**config.mk**
```make
export PLATFORM = sky130hd
export DESIGN_NAME = execute_stage
export DESIGN_NICKNAME = d
export VERILOG_FILES = /design/src/rtl/core_pkg.sv /design/src/rtl/alu.sv /design/src/rtl/execute_stage.sv
export SDC_FILE = /design/constraint.sdc
export NUM_CORES = 1
export LEC_CHECK = 0
export CORE_MARGIN = 2
export CORE_UTILIZATION = 48
export DETAILED_ROUTE_END_ITERATION = 8
export PLACE_DENSITY_LB_ADDON = 0.25
export SKIP_CTS_REPAIR_TIMING = 1
export SLEW_MARGIN = 0
export SYNTH_ARGS = -nofsm -noshare
export SYNTH_HDL_FRONTEND = slang
export SYNTH_SLANG_ARGS = --single-unit
```
**constraint.sdc**
```tcl
create_clock -name clk -period 6.6 [get_ports clk]
set_input_delay 1.32 -clock clk [delete_from_list [all_inputs] [get_ports clk]]
set_output_delay 1.32 -clock clk [all_outputs]
set_load 0.1 [all_outputs]
```
**src/rtl/core_pkg.sv**
```systemverilog
// Shared types for the execute stage: ALU codes, result-source encodings,
// forwarding selects and the control bundles carried through ID/EX and EX/MEM.
package core_pkg;

    typedef enum logic [2:0] {
        ALU_ADD = 3'b000,
        ALU_SUB = 3'b001,
        ALU_AND = 3'b010,
        ALU_OR  = 3'b011,
        ALU_SLT = 3'b101
    } alu_ctrl_e;

    typedef enum logic [1:0] {
        RES_ALU = 2'b00,
        RES_MEM = 2'b01,
        RES_PC4 = 2'b10
    } result_src_e;

    typedef enum logic [1:0] {
        FWD_REG = 2'b00,
        FWD_WB  = 2'b01,
        FWD_MEM = 2'b10
    } fwd_sel_e;

    typedef struct packed {
        logic        reg_write;
        result_src_e result_src;
        logic        mem_write;
        logic        jump;
        logic        branch;
        alu_ctrl_e   alu_control;
        logic        alu_src;
    } ex_ctrl_t;

    typedef struct packed {
        logic        reg_write;
        result_src_e result_src;
        logic        mem_write;
    } mem_ctrl_t;

    localparam ex_ctrl_t NOP_CTRL = '0;

endpackage

```
**src/rtl/alu.sv**
```systemverilog
// Combinational ALU for the execute stage; unsupported codes yield zero.
module alu
    import core_pkg::*;
#(
    parameter int XLEN = 32
) (
    input  logic [XLEN-1:0] a,
    input  logic [XLEN-1:0] b,
    input  alu_ctrl_e       alu_control,
    output logic [XLEN-1:0] result,
    output logic            zero
);

    always_comb begin
        result = '0;
        case (alu_control)
            ALU_ADD: result = a + b;
            ALU_SUB: result = a - b;
            ALU_AND: result = a & b;
            ALU_OR:  result = a | b;
            ALU_SLT: result = {{(XLEN-1){1'b0}}, ($signed(a) < $signed(b))};
            default: result = '0;
        endcase
    end

    assign zero = (result == '0);

endmodule

```
**src/rtl/execute_stage.sv**
```systemverilog
// Execute stage: ID/EX register, operand forwarding, ALU, branch/jump resolution, EX/MEM register.
// Define EXEC_PERF_CNT_EN to add the executed-instruction and redirect counters.
module execute_stage
    import core_pkg::*;
#(
    parameter int XLEN = 32
) (
    input  logic            clk,
    input  logic            reset,
    input  logic            stall_e,
    input  logic            flush_e,
    input  logic            valid_d,
    input  ex_ctrl_t        ctrl_d,
    input  logic [XLEN-1:0] rd1_d,
    input  logic [XLEN-1:0] rd2_d,
    input  logic [XLEN-1:0] imm_ext_d,
    input  logic [XLEN-1:0] pc_d,
    input  logic [4:0]      rs1_d,
    input  logic [4:0]      rs2_d,
    input  logic [4:0]      rd_d,
    input  logic [1:0]      forward_a_e,
    input  logic [1:0]      forward_b_e,
    input  logic [XLEN-1:0] result_w,
    output logic [4:0]      rs1_e,
    output logic [4:0]      rs2_e,
    output logic [4:0]      rd_e,
    output logic            load_e,
    output logic            pc_src_e,
    output logic [XLEN-1:0] pc_target_e,
    output logic            valid_m,
    output mem_ctrl_t       ctrl_m,
    output logic [XLEN-1:0] alu_result_m,
    output logic [XLEN-1:0] write_data_m,
    output logic [4:0]      rd_m,
    output logic [XLEN-1:0] pc_plus4_m
`ifdef EXEC_PERF_CNT_EN
    ,
    output logic [31:0]     perf_exec_cnt,
    output logic [31:0]     perf_redirect_cnt
`endif
);

    logic            valid_e;
    ex_ctrl_t        ctrl_e;
    logic [XLEN-1:0] rd1_e, rd2_e, imm_ext_e, pc_e;
    logic [XLEN-1:0] src_a_e, fwd_b_e, src_b_e, alu_result_e;
    logic            zero_e;

    // Flush takes priority over stall so a squashed instruction never lingers.
    always_ff @(posedge clk) begin
        if (reset || flush_e) begin
            valid_e   <= 1'b0;
            ctrl_e    <= NOP_CTRL;
            rd1_e     <= '0;
            rd2_e     <= '0;
            imm_ext_e <= '0;
            pc_e      <= '0;
            rs1_e     <= '0;
            rs2_e     <= '0;
            rd_e      <= '0;
        end else if (!stall_e) begin
            valid_e   <= valid_d;
            ctrl_e    <= valid_d ? ctrl_d : NOP_CTRL;
            rd1_e     <= rd1_d;
            rd2_e     <= rd2_d;
            imm_ext_e <= imm_ext_d;
            pc_e      <= pc_d;
            rs1_e     <= rs1_d;
            rs2_e     <= rs2_d;
            rd_e      <= rd_d;
        end
    end

    always_comb begin
        src_a_e = rd1_e;
        case (fwd_sel_e'(forward_a_e))
            FWD_WB:  src_a_e = result_w;
            FWD_MEM: src_a_e = alu_result_m;
            default: src_a_e = rd1_e;
        endcase
    end

    always_comb begin
        fwd_b_e = rd2_e;
        case (fwd_sel_e'(forward_b_e))
            FWD_WB:  fwd_b_e = result_w;
            FWD_MEM: fwd_b_e = alu_result_m;
            default: fwd_b_e = rd2_e;
        endcase
    end

    assign src_b_e = ctrl_e.alu_src ? imm_ext_e : fwd_b_e;

    alu #(.XLEN(XLEN)) u_alu (
        .a           (src_a_e),
        .b           (src_b_e),
        .alu_control (ctrl_e.alu_control),
        .result      (alu_result_e),
        .zero        (zero_e)
    );

    assign pc_target_e = pc_e + imm_ext_e;
    assign pc_src_e    = valid_e & (ctrl_e.jump | (ctrl_e.branch & zero_e));
    assign load_e      = valid_e & (ctrl_e.result_src == RES_MEM);

    always_ff @(posedge clk) begin
        if (reset) begin
            valid_m      <= 1'b0;
            ctrl_m       <= '0;
            alu_result_m <= '0;
            write_data_m <= '0;
            rd_m         <= '0;
            pc_plus4_m   <= '0;
        end else begin
            valid_m      <= valid_e;
            ctrl_m       <= valid_e ? mem_ctrl_t'({ctrl_e.reg_write, ctrl_e.result_src, ctrl_e.mem_write})
                                    : mem_ctrl_t'('0);
            alu_result_m <= alu_result_e;
            write_data_m <= fwd_b_e;
            rd_m         <= rd_e;
            pc_plus4_m   <= pc_e + XLEN'(4);
        end
    end

`ifdef EXEC_PERF_CNT_EN
    always_ff @(posedge clk) begin
        if (reset) begin
            perf_exec_cnt     <= '0;
            perf_redirect_cnt <= '0;
        end else begin
            if (valid_e && !stall_e) perf_exec_cnt <= perf_exec_cnt + 32'd1;
            if (pc_src_e)            perf_redirect_cnt <= perf_redirect_cnt + 32'd1;
        end
    end
`endif

endmodule
```
Yosys cells after proc, flatten, opt, wreduce, memory -nomap -nowiden
Index checks and enable logic that the tools add are counted.
{"block": "classes", "n_eq_ne": 9, "n_bitwise": 7, "n_lt_le_gt_ge": 1, "n_reduce_logical": 4, "n_div": 0, "multipliers": 0, "mux": 5, "addsub": 4, "shifts": 0}
{"op": "32-bit one-hot mux with 5 select lines", "n": 1}
{"op": "32-bit one-hot mux with 2 select lines", "n": 2}
{"op": "32-bit adder", "n": 2}
{"op": "32-bit by 3-bit adder with 32-bit output (second input constant)", "n": 1}
{"op": "32-bit AND", "n": 1}
{"op": "32-bit zero test", "n": 1}
{"op": "32-bit less-than comparator", "n": 1}
{"op": "32-bit two-way mux", "n": 1}
{"op": "32-bit bitwise OR", "n": 1}
{"op": "32-bit subtractor", "n": 1}
{"op": "10-bit two-way mux", "n": 1}
{"op": "2-bit by 1-bit equality test with 1-bit output (second input constant)", "n": 3}
{"op": "3-bit by 2-bit equality test with 1-bit output (second input constant)", "n": 2}
{"op": "2-bit equality test (second input constant)", "n": 2}
{"op": "1-bit AND", "n": 3}
{"op": "3-bit by 1-bit equality test with 1-bit output (second input constant)", "n": 1}
{"op": "3-bit equality test (second input constant)", "n": 1}
{"op": "3-bit zero test", "n": 1}
{"op": "2-bit OR reduction", "n": 1}
{"op": "1-bit logical OR", "n": 1}
{"op": "1-bit inverter", "n": 1}
{"op": "1-bit bitwise OR", "n": 1}
{"block": "word_totals", "ramBits": 0, "romBits": 0, "memories": 0, "latchBits": 0, "elab_cells": 53, "register_bits": 260}

Logic depth before layout (Yosys ltp)
{"block": "depth", "ltp_word": 9, "mapped_depth": 21}

By module
From an unflattened synthesis, not the netlist that was laid out.
{"block": "unflattened", "hier_cells": 2145, "hier_area_um2": 17210.3}
{"module": "execute_stage", "area_each_um2": 11686.2, "cells_each": 1327, "seq_area_each_um2": 5205.0, "n_inst": 1}
{"module": "alu", "area_each_um2": 5524.0, "cells_each": 818, "seq_area_each_um2": 0.0, "n_inst": 1}

Least setup slack after synthesis
OpenSTA, ideal clock, no wires.
{"block": "synth_timing", "path_type": "in2out", "start": "input forward_b_e[0]", "end": "output pc_src_e", "arrival_ns": 5.947, "required_ns": 5.280, "slack_ns": -0.667, "stages": 20, "path_buffers": 2, "cell_sequence": "inv_1 -> ha_1 -> clkbuf_1 -> buf_1 -> a21oi_1 -> o21ai_0 -> ha_1 -> inv_1 -> fa_1 -> nor2b_1 -> o2111ai_1 -> a21o_1 -> a31oi_2 -> a211oi_2 -> o311a_1 -> o31a_1 -> o31ai_2 -> nand4_1 -> nor4_1 -> a32o_1"}
{"block": "synth_between", "elab_chain_len": 9}
{"item": "from (decl)", "line": "execute_stage.sv:22", "rtl": "input logic [1:0] forward_b_e,"}
{"item": "2-bit equality test / 2-bit by 1-bit equality test with 1-bit output (equally long branches)", "line": "execute_stage.sv:85", "rtl": "case (fwd_sel_e'(forward_b_e))"}
{"item": "32-bit one-hot mux with 2 select lines *", "line": "execute_stage.sv:85"}
{"item": "32-bit two-way mux *", "line": "execute_stage.sv:92", "rtl": "assign src_b_e = ctrl_e.alu_src ? imm_ext_e : fwd_b_e;"}
{"item": "32-bit subtractor (tied with other cells)", "line": "alu.sv:18", "rtl": "ALU_SUB: result = a - b;"}
{"item": "32-bit one-hot mux with 5 select lines *", "line": "alu.sv:16", "rtl": "case (alu_control)"}
{"item": "32-bit zero test *", "line": "alu.sv:26", "rtl": "assign zero = (result == '0);"}
{"item": "1-bit AND *", "line": "execute_stage.sv:103", "rtl": "assign pc_src_e = valid_e & (ctrl_e.jump | (ctrl_e.branch & zero_e));"}
{"item": "1-bit bitwise OR *", "line": "execute_stage.sv:103"}
{"item": "1-bit AND *", "line": "execute_stage.sv:103"}
{"item": "to (decl)", "line": "execute_stage.sv:28", "rtl": "output logic pc_src_e,"}
Every way passes the cells marked *; elsewhere a longest branch is shown, timed or not.

Worst setup path after layout
Ends and elaborated chain as after synthesis.

==> impl_metrics.ini <==
[grt]
grt_max_degree = 89
grt_usage = 0.376
grt_pass1_wl_mm = 106
grt_antenna_before_repair = 5
grt_pass1_vias = 18500
grt_overflow = 0

[yosys]
synth_top_family_by_area = compound AO/OA/AOI/OAI gates
synth-seq-cells = 260
synthTopCellsByCount = 369 x nor2_1, 260 x dfxtp_1, 147 x mux2i_1
syn_area_sq_mm = 0.0169
synth_cells = 2109
muxShareOfSynthArea = 0.0869
synthSimpleGateAreaFrac = 0.187
synth_compound_area_frac = 0.222
syn_nets = 2450
async_flop_share = 0
synthAdderAreaFrac = 0.110
synth_top_cell_area_share = 0.308
ys_seq_area_frac = 0.308
synthFlopType = dfxtp_1
synth.most_common_cell = nor2_1
synth_edf_count = 0
synth_area_leaders = dfxtp_1 31%, ha_1 11%, mux2i_1 8.7%, nor2_1 8.2%, a21oi_1 3.7%
synth_cell_type_count = 95
synth-xor-area-share = 0.0336
synth-warning-count = 0
synth.avg_cell_area_sq_um = 8.03
yosysTopAreaCell = dfxtp_1

[cells_and_area]
layout.nets = 3108
multi_input_area_sq_mm = 0.0116
seq_area_sq_mm = 0.00521
fillCellCount = 2612
drive_gt1_frac = 0.222
finalCoreUtilization = 0.734
area_growth_pct = 50.2

[pwr]
peakVddDrop_mv = 0.258
power_density_mw_per_mm2 = 210
finalPower_mw = 5.33
leakage_nw = 10.9

[clock_network]
cts_tree = yes
cts_buffers = 28
cts_sinks = 260
clockRootBuffer = clkbuf_16
cts.htree.levels = 1
clkTransAtPathRegs_ns = 0.06
clk_latency_ns = 0.57
clockBufferDepth = 3

[routing]
wirelength_mm = 73.0
wire_per_inst_um = 22.5
drt-pass1-iter-count = 6
num_vias = 18900
ant_nets = 0
drt_iter0_markers = 1484
drc_errors = 0
post_drt_via_cell_ratio = 5.81

[floorplanning]
core-area_sq_mm = 0.0346
die_y_um = 192
dieArea_sq_mm = 0.0368
die_w_um = 192
ios = 349
start_util = 0.489
rows = 68

[timing]
max_freq_mhz = 138
drv_slew = 0
setup_slack_ns = -0.639
rsz0062_at_grt = yes
finalSetupViolCount = 1
min_period_over_period = 1.10
min_period_ns = 7.24
slew_headroom = 0.129
final_hold_viol_count = 0
tightest_slew_ns = 1.30
setup_tns_ns = -0.639
skew_ns = 0.0187

[run_status]
violations = negative setup slack
status = complete, but fails checks

[critical_path]
cp.arrival_ns = 5.92
crit_required_ns = 5.28
crit_fanout = 5
crit_type = primary input to output port
critPathLaunchType = primary input
r2r_cells = 17
worstSetupEndpointType = output port

[hold_path]
worstHoldPathCells = 1
holdCritPathClass = flip-flop to flip-flop

[place]
io_buffers = 348
place_ws_ns = -1.71
dpl.hpwl_mm = 55.7
place.gp.congestion = 1.00

[run]
maxCapViolCount = 0
[sequential cells by signal (all words and copies together) (netlist names)]
| name | cells |
|---|---|
| alu_result_m | 32 |
| ctrl_e | 10 |
| ctrl_m | 4 |
| imm_ext_e | 32 |
| pc_e | 32 |
| pc_plus4_m | 32 |
| rd1_e | 32 |
| rd2_e | 32 |
| rd_e | 5 |
| rd_m | 5 |
| rs1_e | 5 |
| rs2_e | 5 |
| valid_e | 1 |
| valid_m | 1 |
| write_data_m | 32 |
[metrics by stage]
step / cells / instance area (sq um) / hold WS (ns)
finish: 3251 / 25400 / 0.488
detailed placement: 3170 / 23500 / 0.446
floorplan: 2109 / 17000 / 0.431
global route: 3246 / 25400 / 0.503
CTS: 3221 / 24400 / 0.491
global placement: 3170 / 23500 / 0.438
[layer usage]
| layer | up-vias | GRT usage | wire [um] |
|---|---|---|---|
| met5 | - | 0 | 11 |
| met4 | 2 | 0.223 | 5150 |
| met3 | 248 | 0.0660 | 5590 |
| met2 | 955 | 0.653 | 34800 |
| met1 | 8919 | 0.432 | 27500 |
| li1 | 8764 | - | - |
[cells in the final DEF (no fill, tap or decap), drive strengths merged, types with 18 or more instances in the layout]
| master | count |
|---|---|
| nor3 | 21 |
| inv | 106 |
| o211ai | 21 |
| nand3 | 30 |
| a211oi | 29 |
| xor2 | 32 |
| a21o | 22 |
| a21oi | 128 |
| clkbuf | 40 |
| o21ai | 126 |
| xnor2 | 33 |
| dfxtp | 260 |
| a22oi | 79 |
| ha | 144 |
| nand2b | 18 |
| nor2b | 37 |
| clkdlybuf4s50 | 329 |
| nand2 | 138 |
| o21a | 22 |
| nor2 | 371 |
| buf | 412 |
| mux2i | 147 |
[cell families (layout without fill, tap and decap cells)]
family                   count (synthesis)  in the layout
AO/OA/AOI/OAI                          554            554
XOR/XNOR                                65             65
adder cells (fa/ha/maj)                147            147
buffers and inverters                  231            910
flip-flops                             260            260
multiplexers                           147            147
other                                    0              8
AND/OR/NAND/NOR                        705            705
[worst paths after layout]
check                       from          endpoint  slack (ns)
setup reg to reg       ctrl_e[0]  alu_result_m[31]        2.39
hold / removal         ctrl_e[9]         ctrl_m[3]        0.49
hold reg to reg        ctrl_e[9]         ctrl_m[3]        0.49
setup / recovery  forward_b_e[0]          pc_src_e       -0.64
[worst max-delay path: stages]
cell and delay [ns]:
buf_12 0.11, clkinv_4 0.05, ha_4 0.33, buf_4 0.17, a21oi_2 0.09, o21ai_2 0.15, ha_2 0.22, inv_1 0.05
fa_1 0.43, nor2b_2 0.19, o21ai_0 0.12, a222oi_1 0.40, mux2i_1 0.32, nand3_1 0.11, a211oi_1 0.23, buf_4 0.19
nand4_1 0.17, nor4_4 0.26, nand4_1 0.24, nor4_4 0.32, a32o_4 0.26, buf_12 0.17
[report_power, final]
group	leakage [nW]	switching (mW)	total, mW	internal, mW
registers	2.12	0.0697	1.70	1.63
clock network	0.480	0.683	1.68	1.00
logic	8.29	1.14	1.94	0.804
[final cells by class]
type / instances / share of cell area
clock buffer: 37 / 0.0313
multi-input combinational: 1618 / 0.456
sequential: 260 / 0.205
tap: 455 / 0.0224
inverter: 107 / 0.0161
clock inverter: 14 / 0.00704
antenna: 8 / 0.000787
timing repair buffer: 752 / 0.262
(Power assumes the default switching activity.)
